`src/rtl/div_radix2_seq_pkg.sv`:
```
// div_radix2_seq_pkg: shared word/CR types, divider state encoding and overflow constant
package div_radix2_seq_pkg;
  localparam int WORD_W = 32;
  typedef logic [WORD_W-1:0] Word;
  typedef struct packed {
    logic lt;
    logic gt;
    logic eq;
    logic ov;
  } Cr_field;
  typedef enum logic [1:0] {DIV_IDLE, DIV_ITER, DIV_FIX} Div_state;
  localparam Word DIV_OVF_DIVIDEND = 32'h8000_0000;
endpackage

```
`src/rtl/div_radix2_seq_clz.sv`:
```
// clz_word: combinational leading-zero count of a W-bit word (W when the word is zero)
module clz_word #(
  parameter int W = 32
) (
  input  logic [W-1:0]       word,
  output logic [$clog2(W):0] lz
);
  localparam int LW = $clog2(W) + 1;
  // scan upward so the highest set bit is the last to write the count
  always_comb begin
    lz = LW'(W);
    for (int i = 0; i < W; i++) lz = word[i] ? LW'(W - 1 - i) : lz;
  end
endmodule

```
`src/rtl/div_radix2_seq.sv`:
```
// div_radix2_seq: sequential radix-2 restoring divider (divw/divwu); DIV_EARLY_OUT_EN skips leading-zero iterations
module div_radix2_seq
  import div_radix2_seq_pkg::*;
#(
  parameter int W = 32
) (
  input  logic         clk,
  input  logic         reset,
  input  logic         en,
  input  logic         uns,
  input  logic [W-1:0] a,
  input  logic [W-1:0] b,
  output logic         ready,
  output logic         complete,
  output logic [W-1:0] quotient,
  output logic [W-1:0] remainder,
  output logic         div_by_zero,
  output logic [3:0]   crf
);
  localparam int CW = $clog2(W);
  localparam logic [W-1:0] MIN_INT = {1'b1, {(W-1){1'b0}}};
  Div_state state_q, state_d;
  logic [CW-1:0] cnt_q, cnt_d, cnt_init;
  logic [W-1:0] rem_q, rem_d, quo_q, quo_d, dvs_q, dvs_d;
  logic qneg_q, qneg_d, rneg_q, rneg_d, zdiv_q, zdiv_d, ovf_q, ovf_d;
  logic [W-1:0] quotient_q, quotient_d, remainder_q, remainder_d;
  logic div_by_zero_q, div_by_zero_d, complete_q, complete_d;
  Cr_field crf_q, crf_d;
  logic [W-1:0] abs_a, abs_b, dvd_init, q_fix, r_fix;
  logic [W:0] rem_shift, diff;
  assign abs_a = (~uns & a[W-1]) ? -a : a;
  assign abs_b = (~uns & b[W-1]) ? -b : b;
`ifdef DIV_EARLY_OUT_EN
  logic [CW:0] lz;
  clz_word #(.W(W)) u_clz (.word(abs_a), .lz(lz));
  assign dvd_init = abs_a << lz;
  assign cnt_init = (int'(lz) == W) ? '0 : CW'(W - 1 - int'(lz));
`else
  assign dvd_init = abs_a;
  assign cnt_init = CW'(W - 1);
`endif
  assign rem_shift = {rem_q, quo_q[W-1]};
  assign diff = rem_shift - {1'b0, dvs_q};
  assign q_fix = qneg_q ? -quo_q : quo_q;
  assign r_fix = rneg_q ? -rem_q : rem_q;
  assign ready = state_q == DIV_IDLE;
  assign complete = complete_q;
  assign quotient = quotient_q;
  assign remainder = remainder_q;
  assign div_by_zero = div_by_zero_q;
  assign crf = crf_q;
  // next state: latch operands, iterate one quotient bit per cycle, then sign-fix and publish
  always_comb begin
    state_d = state_q;
    cnt_d = cnt_q;
    rem_d = rem_q;
    quo_d = quo_q;
    dvs_d = dvs_q;
    qneg_d = qneg_q;
    rneg_d = rneg_q;
    zdiv_d = zdiv_q;
    ovf_d = ovf_q;
    quotient_d = quotient_q;
    remainder_d = remainder_q;
    div_by_zero_d = div_by_zero_q;
    crf_d = crf_q;
    complete_d = 1'b0;
    case (state_q)
      DIV_IDLE: if (en) begin
        dvs_d = abs_b;
        rem_d = '0;
        qneg_d = ~uns & (a[W-1] ^ b[W-1]);
        rneg_d = ~uns & a[W-1];
        zdiv_d = b == '0;
        ovf_d = ~uns & (a == MIN_INT) & (&b);
        quo_d = zdiv_d ? a : dvd_init;
        cnt_d = cnt_init;
        state_d = (zdiv_d | ovf_d) ? DIV_FIX : DIV_ITER;
      end
      DIV_ITER: begin
        rem_d = diff[W] ? rem_shift[W-1:0] : diff[W-1:0];
        quo_d = {quo_q[W-2:0], ~diff[W]};
        cnt_d = cnt_q - 1'b1;
        state_d = (cnt_q == '0) ? DIV_FIX : DIV_ITER;
      end
      DIV_FIX: begin
        quotient_d = (zdiv_q | ovf_q) ? '0 : q_fix;
        remainder_d = zdiv_q ? quo_q : ovf_q ? '0 : r_fix;
        div_by_zero_d = zdiv_q;
        crf_d = (zdiv_q | ovf_q) ? Cr_field'(4'b0011)
                                 : Cr_field'({q_fix[W-1], ~q_fix[W-1] & (|q_fix), ~(|q_fix), 1'b0});
        complete_d = 1'b1;
        state_d = DIV_IDLE;
      end
      default: state_d = DIV_IDLE;
    endcase
  end
  // state and datapath registers; async reset aborts any operation in flight
  always_ff @(posedge clk or negedge reset) begin
    if (!reset) begin
      state_q <= DIV_IDLE;
      cnt_q <= '0;
      rem_q <= '0;
      quo_q <= '0;
      dvs_q <= '0;
      qneg_q <= 1'b0;
      rneg_q <= 1'b0;
      zdiv_q <= 1'b0;
      ovf_q <= 1'b0;
      quotient_q <= '0;
      remainder_q <= '0;
      div_by_zero_q <= 1'b0;
      crf_q <= '0;
      complete_q <= 1'b0;
    end else begin
      state_q <= state_d;
      cnt_q <= cnt_d;
      rem_q <= rem_d;
      quo_q <= quo_d;
      dvs_q <= dvs_d;
      qneg_q <= qneg_d;
      rneg_q <= rneg_d;
      zdiv_q <= zdiv_d;
      ovf_q <= ovf_d;
      quotient_q <= quotient_d;
      remainder_q <= remainder_d;
      div_by_zero_q <= div_by_zero_d;
      crf_q <= crf_d;
      complete_q <= complete_d;
    end
  end
endmodule

```
`config.mk`:
```
export PLATFORM = sky130hd
export DESIGN_NAME = div_radix2_seq
export DESIGN_NICKNAME = d
export VERILOG_FILES = /design/src/rtl/div_radix2_seq_pkg.sv /design/src/rtl/div_radix2_seq_clz.sv /design/src/rtl/div_radix2_seq.sv
export SDC_FILE = /design/constraint.sdc
export NUM_CORES = 1
export LEC_CHECK = 0
export ABC_AREA = 1
export CAP_MARGIN = 10
export CORE_MARGIN = 3
export CORE_UTILIZATION = 45
export DETAILED_ROUTE_END_ITERATION = 10
export PLACE_DENSITY = 0.66
export SETUP_SLACK_MARGIN = 0.02
export SYNTH_ARGS = -nofsm -noshare
export SYNTH_HDL_FRONTEND = slang
export SYNTH_SLANG_ARGS = --single-unit
```
`constraint.sdc`:
```
create_clock -name clk -period 4.98 [get_ports clk]
set_input_delay 0.747 -clock clk [delete_from_list [all_inputs] [get_ports clk]]
set_output_delay 0.747 -clock clk [all_outputs]
set_load 0.01 [all_outputs]
```
==> flow_summary.json, run 1 <==
{
  "worst_pin_slew_ns": 1.14,
  "antennaDiodeCount": 0,
  "status": "complete, no violations",
  "drc": 0,
  "cts-htree-levels": 4,
  "clk_path_buf_depth": 2,
  "syn_to_final_growth_pct": 17.2,
  "initialDrtViolationCount": 1360,
  "dieArea_sq_mm": 0.0313,
  "insertion_delay_ns": 0.44,
  "initial_utilization_pct": 46.5,
  "cp.required_ns": 5.35,
  "synth_edf_count": 0,
  "critPathLaunchType": "flop",
  "yosysTopAreaCell": "dfrtp_1",
  "place_hpwl_microns": 33800,
  "grt_antenna_before_repair": 0,
  "postCtsSetupRepairBufs": 0,
  "finalNetCount": 2191,
  "die_w_microns": 177,
  "highest_layer": "met4",
  "worstSetupPathType": "flop to flop",
  "synth_seq_area_share_pct": 33.6,
  "power_density_mw_per_mm2": 661,
  "crit_arrival_ns": 3.92,
  "ys_warn_count": 0,
  "nFillCells": 2816,
  "yosysUniqueCellTypes": 52,
  "detail-route-antenna-nets": 0,
  "hold_path.class": "input port to async pin",
  "holdWs_ns": 0.406,
  "setup_viol": 0,
  "ys_ff_latch": 176,
  "syn_area_per_cell_sq_um": 6.63,
  "vias": 13800,
  "setup_tns_ns": 0,
  "netlist_area_sq_mm": 0.0131,
  "multiInputGateArea_sq_mm": 0.00753,
  "grt_pass1_wl_microns": 69700,
  "syn_nets": 2088,
  "wl_met3_microns": 3740,
  "firstDrtPassIters": 8,
  "cts_made_buffers": 17,
  "fp-row-count": 61,
  "vdd_ir_drop_max_mv": 0.380,
  "clock_sinks": 176,
  "final_cells": 2475,
  "cp-end-kind": "flop",
  "async_reset_ff_share_pct": 100,
  "synth-main-ff-cell": "dfrtp_1",
  "syn_inst": 1981,
  "regArea_sq_mm": 0.00440,
  "wl_microns": 43500,
  "synth.most_common_cell": "nand2_1",
  "grt_usage_pct": 28.1,
  "drive_above_1_share_pct": 3.96,
  "wl_met2_microns": 18700,
  "path_clk_slew_ns": 0.08,
  "coreArea_sq_mm": 0.0282,
  "ios": 139,
  "overflow": 0,
  "timing.slew.headroom_pct": 24.1,
  "wl_met1_microns": 20200,
  "netlist_top_cells_area": "dfrtp_1 (34%), nand2_1 (16%), nand3_1 (7.0%), inv_1 (6.7%), nor2_1 (6.6%)",
  "hold_viol_final": 0,
  "cts_tree": "yes",
  "cts_hold_buf": 0,
  "rsz0062_at_grt": "false",
  "grt_pass1_vias": 12800,
  "viasPerCell": 5.57,
  "post_cts_resized": 0,
  "clockRootBuffer": "clkbuf_16",
  "maxSlewViolCount": 0,
  "ys_top_cells_by_count": "nand2_1 (568), inv_1 (236), nor2_1 (232)",
  "synth_top_area_share_pct": 33.6,
  "rrSetupSlack_ns": 1.43,
  "placed_cells": 2443,
  "period_share_pct": 71.3,
  "die_h_microns": 177,
  "wl_per_cell_microns": 17.6,
  "port_buffers": 138,
  "max_freq_mhz": 282,
  "globalplace.congestion": 0.995,
  "total_leakage_power_nw": 7.24,
  "cap_violations": 0,
  "path_max_fanout": 48,
  "min_period_ns": 3.55,
  "grt_max_degree": 98,
  "fin_skew_ns": 0.0158
}
## worst paths after layout
| check | from | end | cells after the start |
|---|---|---|---|
| min in group clk | div_by_zero | div_by_zero | 2 |
| max in group asynchronous | reset | quo_q[17] | 2 |
| max reg2reg | quo_q[31] | rem_q[23] | 18 |
| max | quo_q[31] | rem_q[23] | 18 |
| min | reset | dvs_q[13] | 1 |
| min reg2reg | div_by_zero | div_by_zero | 2 |
## stage by stage
step,worst slack [ns],power [mW],util [%],instance area (sq um)
2_1_floorplan,2.58,6.86,-,13100
3_3_place_gp,1.50,8.56,52.3,14800
3_5_place_dp,1.44,8.63,52.3,14800
4_1_cts,1.41,10.1,54.5,15400
5_1_grt,1.06,11.2,54.5,15400
6_report,1.43,10.2,54.5,15400
## where the power goes
| part | total (mW) | internal, mW | switching (mW) |
|---|---|---|---|
| Combinational | 6.23 | 2.02 | 4.21 |
| Clock | 1.41 | 0.728 | 0.680 |
| Sequential | 2.54 | 1.89 | 0.648 |
## routing by layer
metal  vias up  GRT usage [%]
li1       6688              -
met1      6476           42.2
met2       566           42.4
met3        57           4.76
met4         0           6.15
met5         -              0
## placed cells by master (no fill, tap or decap), types with 20 or more instances in the layout
cell type        instances
nand3_1                184
xor2_1                  38
nand2_1                567
a21oi_1                 58
o221ai_1                24
nand4_1                 20
inv_1                  235
nor3_1                  30
ha_1                    38
o21ai_0                148
clkdlybuf4s50_1        137
nor2_1                 231
dfrtp_1                176
## cells by family after synthesis
logic type / count (synthesis) / synth area share (%)
compound gates: 324 / 14.6
buf+inv: 302 / 9.14
xor+xnor: 54 / 3.60
fa+ha+maj: 39 / 3.77
flops: 176 / 33.6
simple gates: 1086 / 35.3
## flip-flops by register name (all words and copies together) (netlist names)
signal       flops
quotient        32
quo_q           32
zdiv_q           1
rem_q           32
dvs_q           32
remainder       32
ovf_q            1
complete         1
crf              3
cnt_q            5
div_by_zero      1
rneg_q           1
qneg_q           1
state_q          2
## layout make-up
class | instances | share of cell area [%]
clock buffers | 18 | 2.79
clock inverters | 14 | 1.20
inverters | 239 | 5.86
multi-input cells | 1503 | 49.0
flip-flops and latches | 176 | 28.6
well taps | 378 | 3.07
repair buffers | 147 | 9.51
## worst max-delay path, stage by stage, from the launching register on
cell	delay, ns
dfrtp_1	0.40
inv_1	0.10
ha_1	0.24
fa_1	0.38
inv_1	0.09
nand3_1	0.07
nand2_1	0.13
nand2_1	0.08
nand2_2	0.09
nand3_1	0.07
nand2_1	0.13
nand3_1	0.11
nand2_1	0.08
nand2_1	0.06
nand2_2	0.67
inv_1	0.47
nand2_1	0.16
nand3_1	0.08
nand2_1	0.08
Note: power is estimated with default switching activity, not from simulation.
==> run 2, diff against run 1 <==
- PLACE_DENSITY: 0.66 -> 0.68
- clock period: 4.98 -> 3.17 ns (I/O delays scaled with it)
==> run 2 against run 1 <==
  * Combinational power up 67%
  * Sequential share of layout area down 0.38 points
  * First-iteration DRC count up 6.0%
  * Worst hold slack better by 0.067 ns
  * Maximum frequency up 23%
  * Cell count up 0.85%
  * Largest power group unchanged
  * Cell area up 1.4%
==> flow_summary.json, run 2 (synthesis gave the netlist of run 1 again) <==
{
  "maxSlewViolCount": 0,
  "max_freq_mhz": 346,
  "clockRootBuffer": "clkbuf_16",
  "worst_pin_slew_ns": 0.920,
  "coreArea_sq_mm": 0.0282,
  "fp-row-count": 61,
  "detail-route-antenna-nets": 0,
  "path_depth": 19,
  "gr-usage-met2_pct": 43.2,
  "vdd_ir_drop_max_mv": 0.541,
  "grt_pass1_vias": 12900,
  "finalNetCount": 2213,
  "clk_path_buf_depth": 2,
  "grt_usage_pct": 28.6,
  "dieArea_sq_mm": 0.0313,
  "reg2reg_depth": 19,
  "setup_tns_ns": 0,
  "final_cell_mix": "nand2_1 (567), inv_1 (235), nor2_1 (231)",
  "wl_per_cell_microns": 17.8,
  "initialDrtViolationCount": 1441,
  "gr-usage-met3_pct": 4.23,
  "placed_cells": 2464,
  "power_density_mw_per_mm2": 1060,
  "crit_path_cell_trace": "inv_1 -> ha_1 -> fa_1 -> inv_1 -> nand3_1 -> nand2_1 -> nand2_1 -> nand2_2 -> nand3_1 -> nand2_1 -> nand3_1 -> nand2_1 -> nand2_1 -> nand2_4 -> buf_12 -> nand2_2 -> nand2_1 -> nand2_1 -> o21ai_0",
  "path_max_fanout": 33,
  "die_w_microns": 177,
  "cap_violations": 0,
  "status": "complete, no violations",
  "grt.met1_usage_pct": 44.1,
  "final_util_pct": 55.2,
  "ios": 139,
  "final_common_cell": "nand2_1",
  "antennaDiodeCount": 0,
  "rrSetupSlack_ns": 0.28,
  "vias": 13800,
  "firstDrtPassIters": 6,
  "grt-busiest-layer": "met1",
  "hold_path.class": "flop to flop",
  "drive_above_1_share_pct": 4.91,
  "crit_top_cell": "nand2_1",
  "hold_depth": 2,
  "total_leakage_power_nw": 7.37,
  "cp_top_family": "simple AND/OR/NAND/NOR gates",
  "cp.required_ns": 3.50,
  "setup_viol": 0,
  "cts_tree": "yes",
  "viasPerCell": 5.52,
  "cp-end-kind": "flop",
  "slowest_delay_ns": 0.39,
  "holdWs_ns": 0.473,
  "path_buf_inv": 3,
  "worstSetupPathType": "flop to flop",
  "crit_arrival_ns": 3.23,
  "total_power_mw": 16.5,
  "grt_antenna_before_repair": 0,
  "grt_max_degree": 95,
  "insertion_delay_ns": 0.44,
  "period_share_pct": 91.2,
  "fin_skew_ns": 0.0196,
  "min_period_ns": 2.89,
  "critPathLaunchType": "flop",
  "wl_microns": 44500,
  "hold_viol_final": 0,
  "clock_sinks": 176,
  "place_hpwl_microns": 35400,
  "critPathSlowestCell": "fa_1",
  "syn_to_final_growth_pct": 18.8,
  "die_h_microns": 177,
  "timing.slew.headroom_pct": 38.6,
  "final_cells": 2496,
  "grt_pass1_wl_microns": 70700,
  "port_buffers": 138,
  "postCtsSetupRepairBufs": 0,
  "cts_made_buffers": 17,
  "overflow": 0,
  "rsz0062_at_grt": "false",
  "cts-htree-levels": 4,
  "initial_utilization_pct": 46.5,
  "drc": 0,
  "path_clk_slew_ns": 0.07,
  "globalplace.congestion": 0.956
}
-- run 2: timing repair --
action	4_1_cts	5_1_grt
hold endpoints to repair	3	0
hold buffers	1	0
resized for setup	0	1
setup endpoints to repair	0	6
-- run 2: path summary, 6_finish.rpt --
path	from	to
worst min-delay path	div_by_zero	div_by_zero
worst min register to register	div_by_zero	div_by_zero
min in group asynchronous	reset	dvs_q[4]
max in group asynchronous	reset	quotient[28]
worst max register to register	quo_q[31]	rem_q[27]
worst max-delay path	quo_q[31]	rem_q[27]
-- run 2: final cells by class --
cell class              instances  area [sq um]
well taps                     378           473
fillers                      2807         12600
multi-input cells            1503          7540
clock inverters                12           171
flip-flops and latches        176          4400
inverters                     239           902
clock buffers                  19           453
repair buffers                169          1660
-- run 2: power breakdown --
part	switching [mW]	total, mW	internal [mW]
Clock	0.971	2.27	1.30
Combinational	6.98	10.4	3.38
Sequential	0.936	3.91	2.97
Total	8.88	16.5	7.65
-- run 2: metal layers --
layer	vias to the layer above	routed length, microns	share of wire [%]
met5	-	0	0
li1	6734	-	-
met4	0	497	1.1
met2	508	19400	44
met1	6499	21200	48
met3	30	3340	7.5
-- run 2: stage by stage --
stage          instance area [sq um]  setup WS, ns
5_1_grt                        15600        0.0237
6_report                       15600         0.279
3_3_place_gp                   15000         0.255
3_5_place_dp                   15000         0.252
4_1_cts                        15600         0.253
2_1_floorplan                  13100         0.774
-- run 2: worst reg2reg max path, delay by kind of cell (launching register included) --
family                   cells  cell delay (ns)
AND/OR/NAND/NOR             13             1.35
buffers and inverters        3             0.38
adder cells (fa/ha/maj)      2             0.61
AO/OA/AOI/OAI                1             0.08
flip-flops                   1             0.38
